**src/rtl/alu_arb_pkg.sv**
```systemverilog
`default_nettype none
// ============================================================================
// Module   : alu_arb_pkg
// Purpose  : Shared definitions for the ALU arbiter: FSM state encoding,
//            default datapath widths and the watchdog width helper.
// Ports    : none (package)
// Revision : 1.0 - initial release
// ============================================================================
package alu_arb_pkg;

  localparam int NB_DATA_DEF = 8;
  localparam int NB_OP_DEF   = 6;

  // One-hot encoded arbiter states
  typedef enum logic [2:0] {
    ST_IDLE = 3'b001,
    ST_EXEC = 3'b010,
    ST_RESP = 3'b100
  } state_e;

  // Watchdog counter width: just enough to hold TIMEOUT-1 without wrapping.
  function automatic int wdog_width(input int timeout);
    return (timeout > 2) ? $clog2(timeout) : 1;
  endfunction

endpackage
`default_nettype wire

```
**src/rtl/rr_arbiter.sv**
```systemverilog
`default_nettype none
// ============================================================================
// Module   : rr_arbiter
// Purpose  : Combinational rotating-priority arbiter. The search starts at
//            the requester after the last grant and wraps modulo N_REQ.
// Ports    : req_i   - request vector
//            last_i  - index of the previously granted requester
//            gnt_o   - one-hot grant (0 when nothing requests)
//            idx_o   - index of the granted requester
//            any_o   - at least one requester is granted
// Revision : 1.0 - initial release
// ============================================================================
module rr_arbiter #(
  parameter int N_REQ = 2,
  parameter int IDXW  = 1
) (
  input  logic [N_REQ-1:0] req_i,
  input  logic [IDXW-1:0]  last_i,
  output logic [N_REQ-1:0] gnt_o,
  output logic [IDXW-1:0]  idx_o,
  output logic             any_o
);

  logic [2*N_REQ-1:0] w_dbl;
  logic [N_REQ-1:0]   w_rot;
  logic [IDXW:0]      w_shift;
  int                 w_cand;

  // Rotate the request vector so that bit 0 is the requester right after
  // last_i; the first set bit then wins.
  always_comb begin
    w_shift = {1'b0, last_i} + (IDXW+1)'(1);
    w_dbl   = {req_i, req_i} >> w_shift;
    w_rot   = w_dbl[N_REQ-1:0];
    w_cand  = 0;
    gnt_o   = '0;
    idx_o   = '0;
    any_o   = 1'b0;
    for (int j = 0; j < N_REQ; j++) begin
      if (!any_o && w_rot[j]) begin
        any_o  = 1'b1;
        w_cand = int'(last_i) + 1 + j;
        if (w_cand >= N_REQ) begin
          w_cand = w_cand - N_REQ;
        end
        idx_o = w_cand[IDXW-1:0];
      end
    end
    if (any_o) begin
      gnt_o = {{(N_REQ-1){1'b0}}, 1'b1} << idx_o;
    end
  end

endmodule
`default_nettype wire

```
**src/rtl/alu_arbiter.sv**
```systemverilog
`default_nettype none
// ============================================================================
// Module   : alu_arbiter
// Purpose  : Shares one ALU between N_REQ requesters with round-robin
//            fairness, sequences the ALU start/valid handshake, guards it
//            with a watchdog and returns the result to the owner only.
// Ports    : clk, rst_n          - clock, asynchronous active-low reset
//            req_valid_i/a/b/op  - packed per-requester requests
//            req_ready_o         - one-hot grant (IDLE only)
//            rsp_valid_o/data/timeout - one-cycle response to the owner
//            busy_o              - EXEC or RESP
//            alu_start_o/a/b/op  - ALU command, held during EXEC
//            alu_result_i/valid_i - ALU answer
// Revision : 1.0 - initial release
// ============================================================================
module alu_arbiter
  import alu_arb_pkg::*;
#(
  parameter int NB_DATA = NB_DATA_DEF,
  parameter int NB_OP   = NB_OP_DEF,
  parameter int N_REQ   = 2,
  parameter int TIMEOUT = 16
) (
  input  logic                     clk,
  input  logic                     rst_n,
  input  logic [N_REQ-1:0]         req_valid_i,
  input  logic [N_REQ*NB_DATA-1:0] req_a_i,
  input  logic [N_REQ*NB_DATA-1:0] req_b_i,
  input  logic [N_REQ*NB_OP-1:0]   req_op_i,
  output logic [N_REQ-1:0]         req_ready_o,
  output logic [N_REQ-1:0]         rsp_valid_o,
  output logic [NB_DATA-1:0]       rsp_data_o,
  output logic                     rsp_timeout_o,
  output logic                     busy_o,
  output logic                     alu_start_o,
  output logic [NB_DATA-1:0]       alu_a_o,
  output logic [NB_DATA-1:0]       alu_b_o,
  output logic [NB_OP-1:0]         alu_op_o,
  input  logic [NB_DATA-1:0]       alu_result_i,
  input  logic                     alu_valid_i
);

  localparam int             IDXW    = (N_REQ > 1) ? $clog2(N_REQ) : 1;
  localparam int             WDW     = wdog_width(TIMEOUT);
  localparam logic [WDW-1:0] WD_LAST = WDW'(TIMEOUT - 1);
  localparam logic [IDXW-1:0] LAST_RST = IDXW'(N_REQ - 1);

  state_e               state_q, state_d;
  logic [NB_DATA-1:0]   a_q, a_d, b_q, b_d, res_q, res_d;
  logic [NB_OP-1:0]     op_q, op_d;
  logic [IDXW-1:0]      idx_q, idx_d, last_q, last_d;
  logic [WDW-1:0]       wd_q, wd_d;
  logic                 to_q, to_d;

  logic [N_REQ-1:0]     w_gnt;
  logic [IDXW-1:0]      w_idx;
  logic                 w_any;

  rr_arbiter #(
    .N_REQ (N_REQ),
    .IDXW  (IDXW)
  ) u_rr (
    .req_i  (req_valid_i),
    .last_i (last_q),
    .gnt_o  (w_gnt),
    .idx_o  (w_idx),
    .any_o  (w_any)
  );

  always_ff @(posedge clk or negedge rst_n) begin
    if (!rst_n) begin
      state_q <= ST_IDLE;
      a_q     <= '0;
      b_q     <= '0;
      op_q    <= '0;
      res_q   <= '0;
      idx_q   <= '0;
      last_q  <= LAST_RST;
      wd_q    <= '0;
      to_q    <= 1'b0;
    end else begin
      state_q <= state_d;
      a_q     <= a_d;
      b_q     <= b_d;
      op_q    <= op_d;
      res_q   <= res_d;
      idx_q   <= idx_d;
      last_q  <= last_d;
      wd_q    <= wd_d;
      to_q    <= to_d;
    end
  end

  always_comb begin
    state_d = state_q;
    a_d     = a_q;
    b_d     = b_q;
    op_d    = op_q;
    res_d   = res_q;
    idx_d   = idx_q;
    last_d  = last_q;
    wd_d    = wd_q;
    to_d    = to_q;
    case (state_q)
      ST_IDLE: begin
        // The arbiter only grants valid requesters, so any grant is a transfer.
        if (w_any) begin
          for (int i = 0; i < N_REQ; i++) begin
            if (w_idx == IDXW'(i)) begin
              a_d  = req_a_i[i*NB_DATA +: NB_DATA];
              b_d  = req_b_i[i*NB_DATA +: NB_DATA];
              op_d = req_op_i[i*NB_OP +: NB_OP];
            end
          end
          idx_d   = w_idx;
          last_d  = w_idx;
          wd_d    = '0;
          state_d = ST_EXEC;
        end
      end
      ST_EXEC: begin
        // alu_valid takes precedence over the watchdog terminal count.
        if (alu_valid_i) begin
          res_d   = alu_result_i;
          to_d    = 1'b0;
          state_d = ST_RESP;
        end else if (wd_q == WD_LAST) begin
          res_d   = '0;
          to_d    = 1'b1;
          state_d = ST_RESP;
        end else begin
          wd_d = wd_q + WDW'(1);
        end
      end
      ST_RESP: begin
        state_d = ST_IDLE;
      end
      default: begin
        state_d = ST_IDLE;
      end
    endcase
  end

  // req_ready is combinational, so it is also gated by reset to keep all
  // outputs low while rst_n is asserted.
  assign req_ready_o   = (rst_n && (state_q == ST_IDLE)) ? w_gnt : '0;
  assign busy_o        = (state_q == ST_EXEC) || (state_q == ST_RESP);
  assign alu_start_o   = (state_q == ST_EXEC);
  assign alu_a_o       = a_q;
  assign alu_b_o       = b_q;
  assign alu_op_o      = op_q;
  assign rsp_data_o    = (state_q == ST_RESP) ? res_q : '0;
  assign rsp_timeout_o = (state_q == ST_RESP) && to_q;

  always_comb begin
    rsp_valid_o = '0;
    for (int i = 0; i < N_REQ; i++) begin
      if ((state_q == ST_RESP) && (idx_q == IDXW'(i))) begin
        rsp_valid_o[i] = 1'b1;
      end
    end
  end

endmodule
`default_nettype wire

```
**config.mk**
```make
export PLATFORM = sky130hd
export DESIGN_NAME = alu_arbiter
export DESIGN_NICKNAME = d
export VERILOG_FILES = /design/src/rtl/alu_arb_pkg.sv /design/src/rtl/rr_arbiter.sv /design/src/rtl/alu_arbiter.sv
export SDC_FILE = /design/constraint.sdc
export NUM_CORES = 1
export LEC_CHECK = 0
export ABC_AREA = 1
export CORE_ASPECT_RATIO = 1.2
export CORE_MARGIN = 4
export CORE_UTILIZATION = 44
export DETAILED_ROUTE_END_ITERATION = 10
export PLACE_DENSITY_LB_ADDON = 0.25
export SLEW_MARGIN = 5
export SYNTH_ARGS = -nofsm -noshare
export SYNTH_HDL_FRONTEND = slang
export SYNTH_SLANG_ARGS = --single-unit
```
**constraint.sdc**
```tcl
create_clock -name clk -period 2.2 [get_ports clk]
set_input_delay 0.44 -clock clk [delete_from_list [all_inputs] [get_ports clk]]
set_output_delay 0.44 -clock clk [all_outputs]
set_load 0.01 [all_outputs]
```
==> results of run 1 <==
cell usage after synthesis (all sizes together):
cell type and n:
dfrtp 38, dfstp 2, nor2 20, nand3 10, ha 1, buf 10, o21ai 11, a21oi 1
inv 23, nand2 163, nor3 2
worst min-delay path by stage:
stage / startpoint / to / slack (ps) / cells after the start
after global routing: rst_n / wd_q[3] / 280 / 2
after CTS: rst_n / res_q[7] / 250 / 2
after detailed placement: alu_a_o[6] / alu_a_o[6] / 460 / 2
after global placement: alu_b_o[4] / alu_b_o[4] / 460 / 2
after floorplan: rst_n / alu_a_o[0] / 140 / 0
final: rst_n / wd_q[3] / 230 / 2
critical path: stages, from the launching register on:
cell and delay (ps):
dfrtp_1 430, inv_2 110, nand3_4 150, nor2_1 140, clkdlybuf4s50_1 550
through the flow:
stage | worst slack, ps | area, sq um
6_report | 83.1 | 3120
5_1_grt | 1.18 | 3120
4_1_cts | 41.1 | 3120
3_5_place_dp | -227 | 3000
3_3_place_gp | -215 | 3000
2_1_floorplan | 546 | 2020
sequential cells by signal (all words and copies together), names as in the netlist:
| name | count |
|---|---|
| alu_a_o | 8 |
| alu_b_o | 8 |
| to_q | 1 |
| last_q | 1 |
| wd_q | 4 |
| state_q | 3 |
| idx_q | 1 |
| alu_op_o | 6 |
| res_q | 8 |
what timing repair did:
action / 4_1_cts / 5_1_grt
setup endpoints to repair: 14 / 4
pin swaps: 0 / 0
gates cloned: 0 / 0
hold endpoints to repair: 0 / 0
gates resized for setup: 4 / 6
power groups by stage:
stage	clock [W]	combinational, W	sequential [W]
final	0.000589	0.00156	0.00124
after global routing	0.000638	0.00175	0.00128
after CTS	0.000603	0.00159	0.00124
after detailed placement	0	0.00158	0.00124
after global placement	0	0.00154	0.00123
after floorplan	0	0.000775	0.00131
kinds of logic after synthesis:
family / share of synthesized area
compound gates: 0.0316
fa+ha+maj: 0.00619
buf+inv: 0.0805
flops: 0.497
simple gates: 0.385
area by class of cell:
type	instances	share of cell area
Tap cell	56	0.0225
Clock inverter	3	0.0136
Timing Repair Buffer	101	0.314
Sequential cell	40	0.322
Inverter	23	0.0277
Clock buffer	5	0.0221
Multi-Input combinational cell	208	0.278
metal layers:
metal / track usage / share of wire / vias to the layer above
met2: 0.340 / 0.49 / 62
met5: 0 / 0 / -
met4: 0.0690 / 0.018 / 0
met1: 0.209 / 0.42 / 889
met3: 0.0593 / 0.071 / 9
li1: - / - / 1039
placed cells by master, fill, tap and decap left out, types with 2 or more instances in the layout:
cell type and n:
nor2_2 4, o21ai_0 10, nor2_1 16, clkbuf_8 5, buf_4 8, nand2_1 163
dfstp_2 2, nand3_1 7, dfrtp_1 38, inv_2 5, clkdlybuf4s50_1 89, inv_1 18
nand3_4 2, clkbuf_2 2
==> summary.md, run 1 <==
| Metric | Value |
|---|---|
| Status | completed |
| Initial antenna violation count | 0 |
| Worst Setup End Kind | primary output |
| Fmax | ~0.47 GHz |
| Gr usage total | 0.188 |
| DRT iter0 DRCs | 106 |
| Syn Std Cell Area | 2020 sq um |
| Seq. cell area | 1000 sq um |
| Post-synthesis sequential area ratio | 0.497 |
| Fillers | 358 |
| Logic pwr share | 0.460 |
| Antenna-violating nets left | 0 |
| Sw power | 0.00123 W |
| VDD IR-drop max | ~0.78 mV |
| Detailed Place HPWL | roughly 3800 um |
| Hold WS | ~230 ps |
| Clock latency on the worst-skew pair | about 290 ps |
| Reg2Reg Setup Slack | 830 ps |
| Slew HR | 0.668 |
| Worst R2R Start | state_q[0] |
| Net Sw Frac | 0.365 |
| Root buffer cell | clkbuf_8 |
| Net Count, Synth | roughly 340 |
| CP Class | register to primary output |
| Average wire per standard cell | about 12 um |
| Fin cells | 436 |
| Skew final | 4.33 ps |
| Synth-to-Final Area Change | 54.4% |
| Yosys top cell area share | 0.471 |
| Cell-internal power | 0.00215 W |
| GR Overflow Total | 0 |
| Tmin final | 2120 ps |
| Critical Path End | rsp_valid_o[1] |
| #FFs+latches synth | 40 |
| CTS H-tree lvls | 2 |
| Worst path arrival time | approximately 1700 ps |
| Clock network fraction of design power | 0.174 |
| Post-layout utilization of the core | 0.715 |
| RSZ-0062 raised after global routing | no |
| Yosys warning count | 0 |
| Multi-input logic area | ~870 sq um |
| Reg2Reg Depth | 6 |
| Clock sink count | 40 |
| Starting Density | 0.463 |
| Vias in the first global route | approximately 2000 |
| Slew of the pin with the lowest slew margin | between 400 and 500 ps |
| TritonCTS Buffers | 5 |
| Routed vias | roughly 2000 |
| Power density over cell area | 1080 nW/um^2 |
| Largest net degree at the start of global routing | a little over 40 |
| Placed Instances | approximately 430 |
| PortBufs | 93 |
| Inserted Diodes | 0 |
| Clock tree from TritonCTS | yes |
| CP Launch Type | register |
| Top cells by area, synth | dfrtp_1 (47%), nand2_1 (30%), inv_1 (3.3%), nor2_1 (3.2%), dfstp_2 (2.6%) |
| Period utilisation layout | 0.962 |
| Max-slew violations | 0 |
| WP data required | between 1500 and 2000 ps |
| Die span in x | between 60 and 70 um |
| Final RePlAce weighted congestion | 0.779 |
| Number of vias per cell | around 4.6 |
| Largest area contributor in the netlist | dfrtp_1 |
| Endpoints failing setup | 0 |
| Layout cells sized above 1 | 0.0921 |
| Reg clk slew, reported paths | 80 ps |
| Critical Path Start | state_q[1] |
| Max clock buf depth | 2 |
| Die ar. | between 5000 and 6000 sq um |
| Routed WL | ~5000 um |
| First-pass GRT wire length | roughly 8600 um |
| Post CTS Setup Buffer Count | 0 |
| Avg Cell Area, Syn | 7.19 sq um |
| I/O Pins | between 90 and 100 |
| Initial DRT Pass Iterations | 5 |
| Max FO, Critical Path | 12 |
| FP Rows | 26 |
| Distinct cells, synth | 19 |
| Max Cap Viol | 0 |
| Sequential Power Share | 0.366 |
| Gate Count Post-Synth | ~280 |
| RR Endpoint | idx_q |
| Final hold violations | 0 |
| Total Power | around 0.0034 W |
| Setup TNS | 0 ps |
| # hold bufs at CTS | 0 |
| Leak | 1.61 nW |
| Die H | just over 80 um |
| Hold crit path type | primary input to asynchronous set/reset pin |
| DRC violations left | 0 |
| Nets | 437 |
| Core Region | roughly 4400 sq um |
(Power assumes the default switching activity.)
==> inputs of run 2 (changes only) <==
--- a/config.mk
+++ b/config.mk
@@ -8,10 +8,12 @@
 export ABC_AREA = 1
 export CORE_ASPECT_RATIO = 1.2
 export CORE_MARGIN = 4
-export CORE_UTILIZATION = 44
+export CORE_UTILIZATION = 45
 export DETAILED_ROUTE_END_ITERATION = 10
+export HOLD_SLACK_MARGIN = 0.06
 export PLACE_DENSITY_LB_ADDON = 0.25
 export SLEW_MARGIN = 5
 export SYNTH_ARGS = -nofsm -noshare
 export SYNTH_HDL_FRONTEND = slang
+export SYNTH_HIERARCHICAL = 1
 export SYNTH_SLANG_ARGS = --single-unit
==> run 2 against run 1 <==
  * Maximum frequency decreased by 0.96%
  * Largest power group unchanged
  * Critical endpoint is now busy_o
  * Core utilization increased by 1.8 points
  * Sequential cell count unchanged
==> summary.md, run 2 <==
| Metric | Value |
|---|---|
| Yosys top cell area share | 0.464 |
| Syn Std Cell Area | around 2000 sq um |
| DRT iter0 DRCs | ~60 |
| Clock sink count | 40 |
| WP depth | 6 |
| Crit-path leading delay family | buffers and inverters |
| Inserted Diodes | 0 |
| Most used DFF post-synth | dfrtp_1 |
| Routed WL | between 4000 and 5000 um |
| Largest net degree at the start of global routing | between 40 and 50 |
| Routed vias | between 2000 and 2500 |
| TritonCTS Buffers | 5 |
| Most numerous cell on the critical path | nand2_1 |
| # hold bufs at CTS | 0 |
| Worst Setup End Kind | primary output |
| Final hold violations | 0 |
| Reg clk slew, reported paths | 60 ps |
| Setup TNS | 0 ps |
| Seq. cell area | around 1000 sq um |
| Starting Density | 0.474 |
| Clock latency on the worst-skew pair | between 200 and 300 ps |
| Commonest non-fill, non-tap cells in the layout | nand2_1 (106), clkdlybuf4s50_1 (90), inv_1 (42) |
| Fmax | 0.468 GHz |
| First-pass GRT wire length | roughly 8000 um |
| Die H | around 82 um |
| Hold WS | between 200 and 250 ps |
| Clock tree from TritonCTS | yes |
| Leak | 1.60 nW |
| Number of vias per cell | 4.68 |
| Initial DRT Pass Iterations | 4 |
| Root buffer cell | clkbuf_8 |
| GR Overflow Total | 0 |
| Most common cell in the netlist | nand2_1 |
| Yosys warning count | 6 |
| Pre-CTS setup slack | -68.2 ps |
| Final instance area | around 3200 sq um |
| Bufs and invs on worst path | 3 |
| Worst path arrival time | between 1500 and 2000 ps |
| Total Power | ~0.0032 W |
| WP data required | ~1800 ps |
| Number of flops mapped to enable cells by yosys | 0 |
| Slew HR | 0.663 |
| Antenna-violating nets left | 0 |
| Max FO, Critical Path | 9 |
| Final WS setup | 62.7 ps |
| I/O Pins | 94 |
| Period utilisation layout | 0.972 |
| PortBufs | 93 |
| Status | completed |
| Die ar. | around 5700 sq um |
| Worst path cell trace | inv_2 -> nand2_1 -> nor2_4 -> inv_1 -> nand2_1 -> clkdlybuf4s50_1 |
| Multi-input logic area | 810 sq um |
| Commonest non-fill, non-tap cell in the layout | nand2_1 |
| Most frequent cells after synthesis | nand2_1 (106), inv_1 (43), dfrtp_1 (38) |
| Distinct cells, synth | 21 |
| CP Class | register to primary output |
| Reg2Reg Depth | 8 |
| Initial antenna violation count | 0 |
| Final RePlAce weighted congestion | around 0.76 |
| Avg Cell Area, Syn | between 7 and 8 sq um |
| Worst R2R Start | state_q[0] |
| DP Area | around 3100 sq um |
| Endpoints failing setup | 0 |
| Layout cells sized above 1 | 0.0789 |
| Nets | 437 |
| Synth-to-Final Area Change | 54.8% |
| CP Launch Type | register |
| Vias in the first global route | 1892 |
| Gr usage total | 0.178 |
| CTS H-tree lvls | 2 |
| Post-synthesis sequential area ratio | 0.490 |
| Power density over cell area | 1020 nW/um^2 |
| RR Endpoint | res_q[6] |
| Largest area contributor in the netlist | dfrtp_1 |
| Max-slew violations | 0 |
| Reg2Reg Setup Slack | 670 ps |
| Async SR Flop Fraction | 1.00 |
| Skew final | between 5 and 6 ps |
| DRC violations left | 0 |
| Average wire per standard cell | 11.4 um |
| Top cells by area, synth | dfrtp_1 (46%), nand2_1 (19%), inv_1 (7.9%), o21ai_0 (7.8%), nand3_1 (4.2%) |
| Slew of the pin with the lowest slew margin | 504 ps |
| Slowest stage delay, CP | ~520 ps |
| #FFs+latches synth | 40 |
| Die span in x | ~70 um |
| VDD IR-drop max | around 0.57 mV |
| Core Region | ~4300 sq um |
| Hold crit path type | primary input to asynchronous set/reset pin |
| Fillers | around 350 |
| Gate Count Post-Synth | ~280 |
| Net Count, Synth | between 300 and 400 |
| Tmin final | ~2100 ps |
| Max clock buf depth | 2 |
| Max Cap Viol | 0 |
| FP Rows | 26 |
| Critical path's slowest cell | clkdlybuf4s50_1 |
| Detailed Place HPWL | around 3800 um |
==> run 2: cell types whose count changed after synthesis, sizes merged, moves of 2 or more <==
cell,delta
nand2,-56
inv,+22
o21ai,+21
nand3,+7
nor2,-5
nand4,+3
a21oi,+2
clkbuf,+2
==> run 2: cell type report <==
cell class / instances / area share
timing repair buffer: 105 / 0.327
sequential: 40 / 0.317
multi-input combinational: 182 / 0.255
inverter: 45 / 0.0533
clock buffer: 8 / 0.0252
tap: 56 / 0.0221
==> run 2: stage by stage <==
stage          cells  utilization
2_1_floorplan    279            -
3_3_place_gp     424        0.706
3_5_place_dp     424        0.706
4_1_cts          432        0.726
5_1_grt          436        0.733
6_report         436        0.733
==> run 2: worst reg2reg max path: cells and delay by family (launching register included) <==
family | cells | cell delay (ps)
compound gates | 1 | 180
buf+inv | 4 | 430
simple gates | 3 | 290
flops | 1 | 540
==> run 2: logic make-up (layout without fill, tap and decap cells) <==
family,count (synthesis),after routing,synth area share
compound gates,35,35,0.0855
simple gates,146,146,0.299
fa+ha+maj,1,1,0.00610
buf+inv,57,158,0.120
flops,40,40,0.490
==> run 2: worst max-delay path by stage <==
| stage | from | to |
|---|---|---|
| 2_1_floorplan | state_q[0] | busy_o |
| 3_3_place_gp | req_valid_i[0] | req_ready_o[0] |
| 3_5_place_dp | req_valid_i[0] | req_ready_o[0] |
| 4_1_cts | state_q[0] | busy_o |
| 5_1_grt | state_q[1] | busy_o |
| 6_report | state_q[0] | busy_o |
==> run 2: timing repair <==
item | 4_1_cts | 5_1_grt
buffers inserted | 0 | 4
setup endpoints to repair | 2 | 13
gates resized for setup | 3 | 2
pin swaps | 0 | 1
cloned | 0 | 0
==> run 2: where the power goes <==
group	leakage (nW)	internal, W	switching (W)
registers	0.498	0.00107	0.000176
logic	1.06	0.000763	0.000775
clock network	0.0395	0.000225	0.000236
==> run 2: layer usage <==
metal	wire [um]	vias up	global-route usage
met1	1870	921	0.168
met4	79	0	0.0879
met2	2580	71	0.344
li1	-	1042	-
met5	0	-	0
met3	446	7	0.0624
==> inputs of run 3 (changes only) <==
--- a/config.mk
+++ b/config.mk
@@ -6,9 +6,11 @@
 export NUM_CORES = 1
 export LEC_CHECK = 0
 export ABC_AREA = 1
+export CELL_PAD_IN_SITES_DETAIL_PLACEMENT = 0
+export CELL_PAD_IN_SITES_GLOBAL_PLACEMENT = 1
 export CORE_ASPECT_RATIO = 1.2
 export CORE_MARGIN = 4
-export CORE_UTILIZATION = 45
+export CORE_UTILIZATION = 30
 export DETAILED_ROUTE_END_ITERATION = 10
 export HOLD_SLACK_MARGIN = 0.06
 export PLACE_DENSITY_LB_ADDON = 0.25
==> run 3 against run 2 <==
  * Critical path depth fell by 2
  * Cell area grew 1.8%
  * Setup slack better by 0.54 ps
  * Total power about the same
  * Die area up 44%
  * Sequential share of layout area down 0.55 points
  * First-iteration DRC count up 18%
  * Final cell count rose by 6.2%
  * Clock power fell by 2%
  * Via count decreased by 2.4%
  * Critical path type unchanged
  * Largest power group unchanged
==> summary.md, run 3 (synthesis results as in run 2) <==
| Metric | Value |
|---|---|
| Die H | roughly 99 um |
| Initial antenna violation count | 0 |
| TritonCTS Buffers | 5 |
| Routed vias | about 2000 |
| WP data required | between 1500 and 2000 ps |
| FP Rows | 32 |
| Routed WL | about 5200 um |
| Fillers | approximately 640 |
| Hold WS | between 200 and 250 ps |
| Synth-to-Final Area Change | 57.5% |
| Skew final | 10.1 ps |
| Die span in x | 83.5 um |
| Worst path arrival time | about 1700 ps |
| Core Region | roughly 6500 sq um |
| Cell-internal power | roughly 0.0021 W |
| Fmax | 0.468 GHz |
| Nets | about 440 |
| # hold bufs at CTS | 0 |
| Endpoints failing setup | 0 |
| Net Sw Frac | 0.365 |
| Fin cells | about 460 |
| RSZ-0062 raised after global routing | no |
| Detailed Place HPWL | 3940 um |
| Max-slew violations | 0 |
| Antenna-violating nets left | 0 |
| GR Overflow Total | 0 |
| I/O Pins | 94 |
| Hold crit path type | primary input to asynchronous set/reset pin |
| Initial DRT Pass Iterations | 4 |
| Largest net degree at the start of global routing | 46 |
| Max clock buf depth | 2 |
| Slew HR | 0.667 |
| Commonest non-fill, non-tap cell in the layout | nand2_1 |
| CTS H-tree lvls | 2 |
| First-pass GRT wire length | 8690 um |
| Tmin final | about 2100 ps |
| Worst R2R Start | state_q[0] |
| Sequential Power Share | 0.382 |
| Starting Density | 0.314 |
| DRT iter0 DRCs | just over 70 |
| Slew of the pin with the lowest slew margin | around 500 ps |
| Final RePlAce weighted congestion | 0.741 |
| Placed Instances | 455 |
| Worst Setup End Kind | primary output |
| DP Area | 3120 sq um |
| Reg2Reg Depth | 7 |
| PortBufs | 93 |
| Clock tree from TritonCTS | yes |
| Critical Path Start | state_q[2] |
| Layout cells sized above 1 | 0.0820 |
| Status | completed |
| Clock network fraction of design power | 0.138 |
| Sw power | 0.00119 W |
| Inserted Diodes | 0 |
| Die ar. | just over 8000 sq um |
| Reg clk slew, reported paths | approximately 80 ps |
| DRC violations left | 0 |
| Final instance area | between 3000 and 4000 sq um |
| Leak | 1.70 nW |
| Reg2Reg Setup Slack | between 700 and 800 ps |
| Commonest non-fill, non-tap cells in the layout | nand2_1 (106), clkdlybuf4s50_1 (85), inv_1 (42) |
| VDD IR-drop max | 0.498 mV |
| Vias in the first global route | between 1500 and 2000 |
| Average wire per standard cell | approximately 11 um |
| Logic pwr share | 0.479 |
| RR Endpoint | wd_q[3] |
| CP Launch Type | register |
| Clock latency on the worst-skew pair | roughly 290 ps |
| Max FO, Critical Path | 10 |
| Max Cap Viol | 0 |
| Gr usage total | 0.130 |
| CP Class | register to primary output |
| Final hold violations | 0 |
| Power density over cell area | 1010 nW/um^2 |
| Clock sink count | 40 |
| Period utilisation layout | 0.971 |
| Root buffer cell | clkbuf_8 |
| Number of vias per cell | between 4 and 5 |
run 3: cell count changes in the layout (fill, tap and decap cells not counted), sizes merged:
cell,delta
buf,-1
clkbuf,-2
clkdlybuf4s50,-5
clkinv,+1
dlymetal6s2s,+5
run 3: worst max path at each step:
stage / to / slack (ps) / depth (start not counted)
after floorplan: busy_o / 750 / 6
final: rsp_data_o[4] / 60 / 4
after CTS: rsp_data_o[2] / -4 / 5
after global routing: rsp_data_o[7] / 3 / 4
after global placement: req_ready_o[0] / -20 / 6
after detailed placement: req_ready_o[1] / -70 / 6
run 3: power groups by stage:
stage | Combinational [W] | Sequential (W) | Clock [W]
floorplan | 0.000711 | 0.00132 | 0
global placement | 0.00156 | 0.00124 | 0
detailed placement | 0.00157 | 0.00125 | 0
CTS | 0.00158 | 0.00125 | 0.000472
global route | 0.00175 | 0.00129 | 0.000501
finish | 0.00156 | 0.00124 | 0.000450
run 3: cell type report:
type | count | area [sq um] | area share
clock buffers | 6 | 72.6 | 0.0225
clock inverters | 1 | 5.00 | 0.00155
inverters | 45 | 169 | 0.0523
multi-input cells | 182 | 815 | 0.252
flip-flops and latches | 40 | 1000 | 0.311
well taps | 85 | 106 | 0.0329
repair buffers | 104 | 1060 | 0.327
run 3: worst max-delay path: stages (launching register included):
cell and delay, ps:
dfrtp_2 470, nand3_2 120, buf_4 180, nor2_1 100
clkdlybuf4s50_1 540
run 3: what timing repair did:
item,4_1_cts,5_1_grt
setup endpoints to repair,12,10
gates resized for setup,4,7
setup buffers,0,1
hold endpoints to repair,0,0
run 3: routing by layer:
| metal | wire (um) | vias to the layer above | GRT usage | part of all wire |
|---|---|---|---|---|
| met3 | 428 | 9 | 0.0426 | 0.082 |
| met5 | 0 | - | 0 | 0 |
| met4 | 114 | 0 | 0.0532 | 0.022 |
| met2 | 2480 | 82 | 0.220 | 0.48 |
| met1 | 2180 | 857 | 0.151 | 0.42 |
| li1 | - | 1044 | - | - |
run 3: metrics by stage:
stage | TNS, ps | util | worst slack (ps) | power, W
global placement | -17.1 | 0.478 | -17.1 | 0.00279
floorplan | 0 | - | 753 | 0.00203
finish | 0 | 0.495 | 63.2 | 0.00325
CTS | -15.5 | 0.491 | -4.40 | 0.00330
global route | 0 | 0.495 | 2.97 | 0.00354
detailed placement | -126 | 0.478 | -73.5 | 0.00282
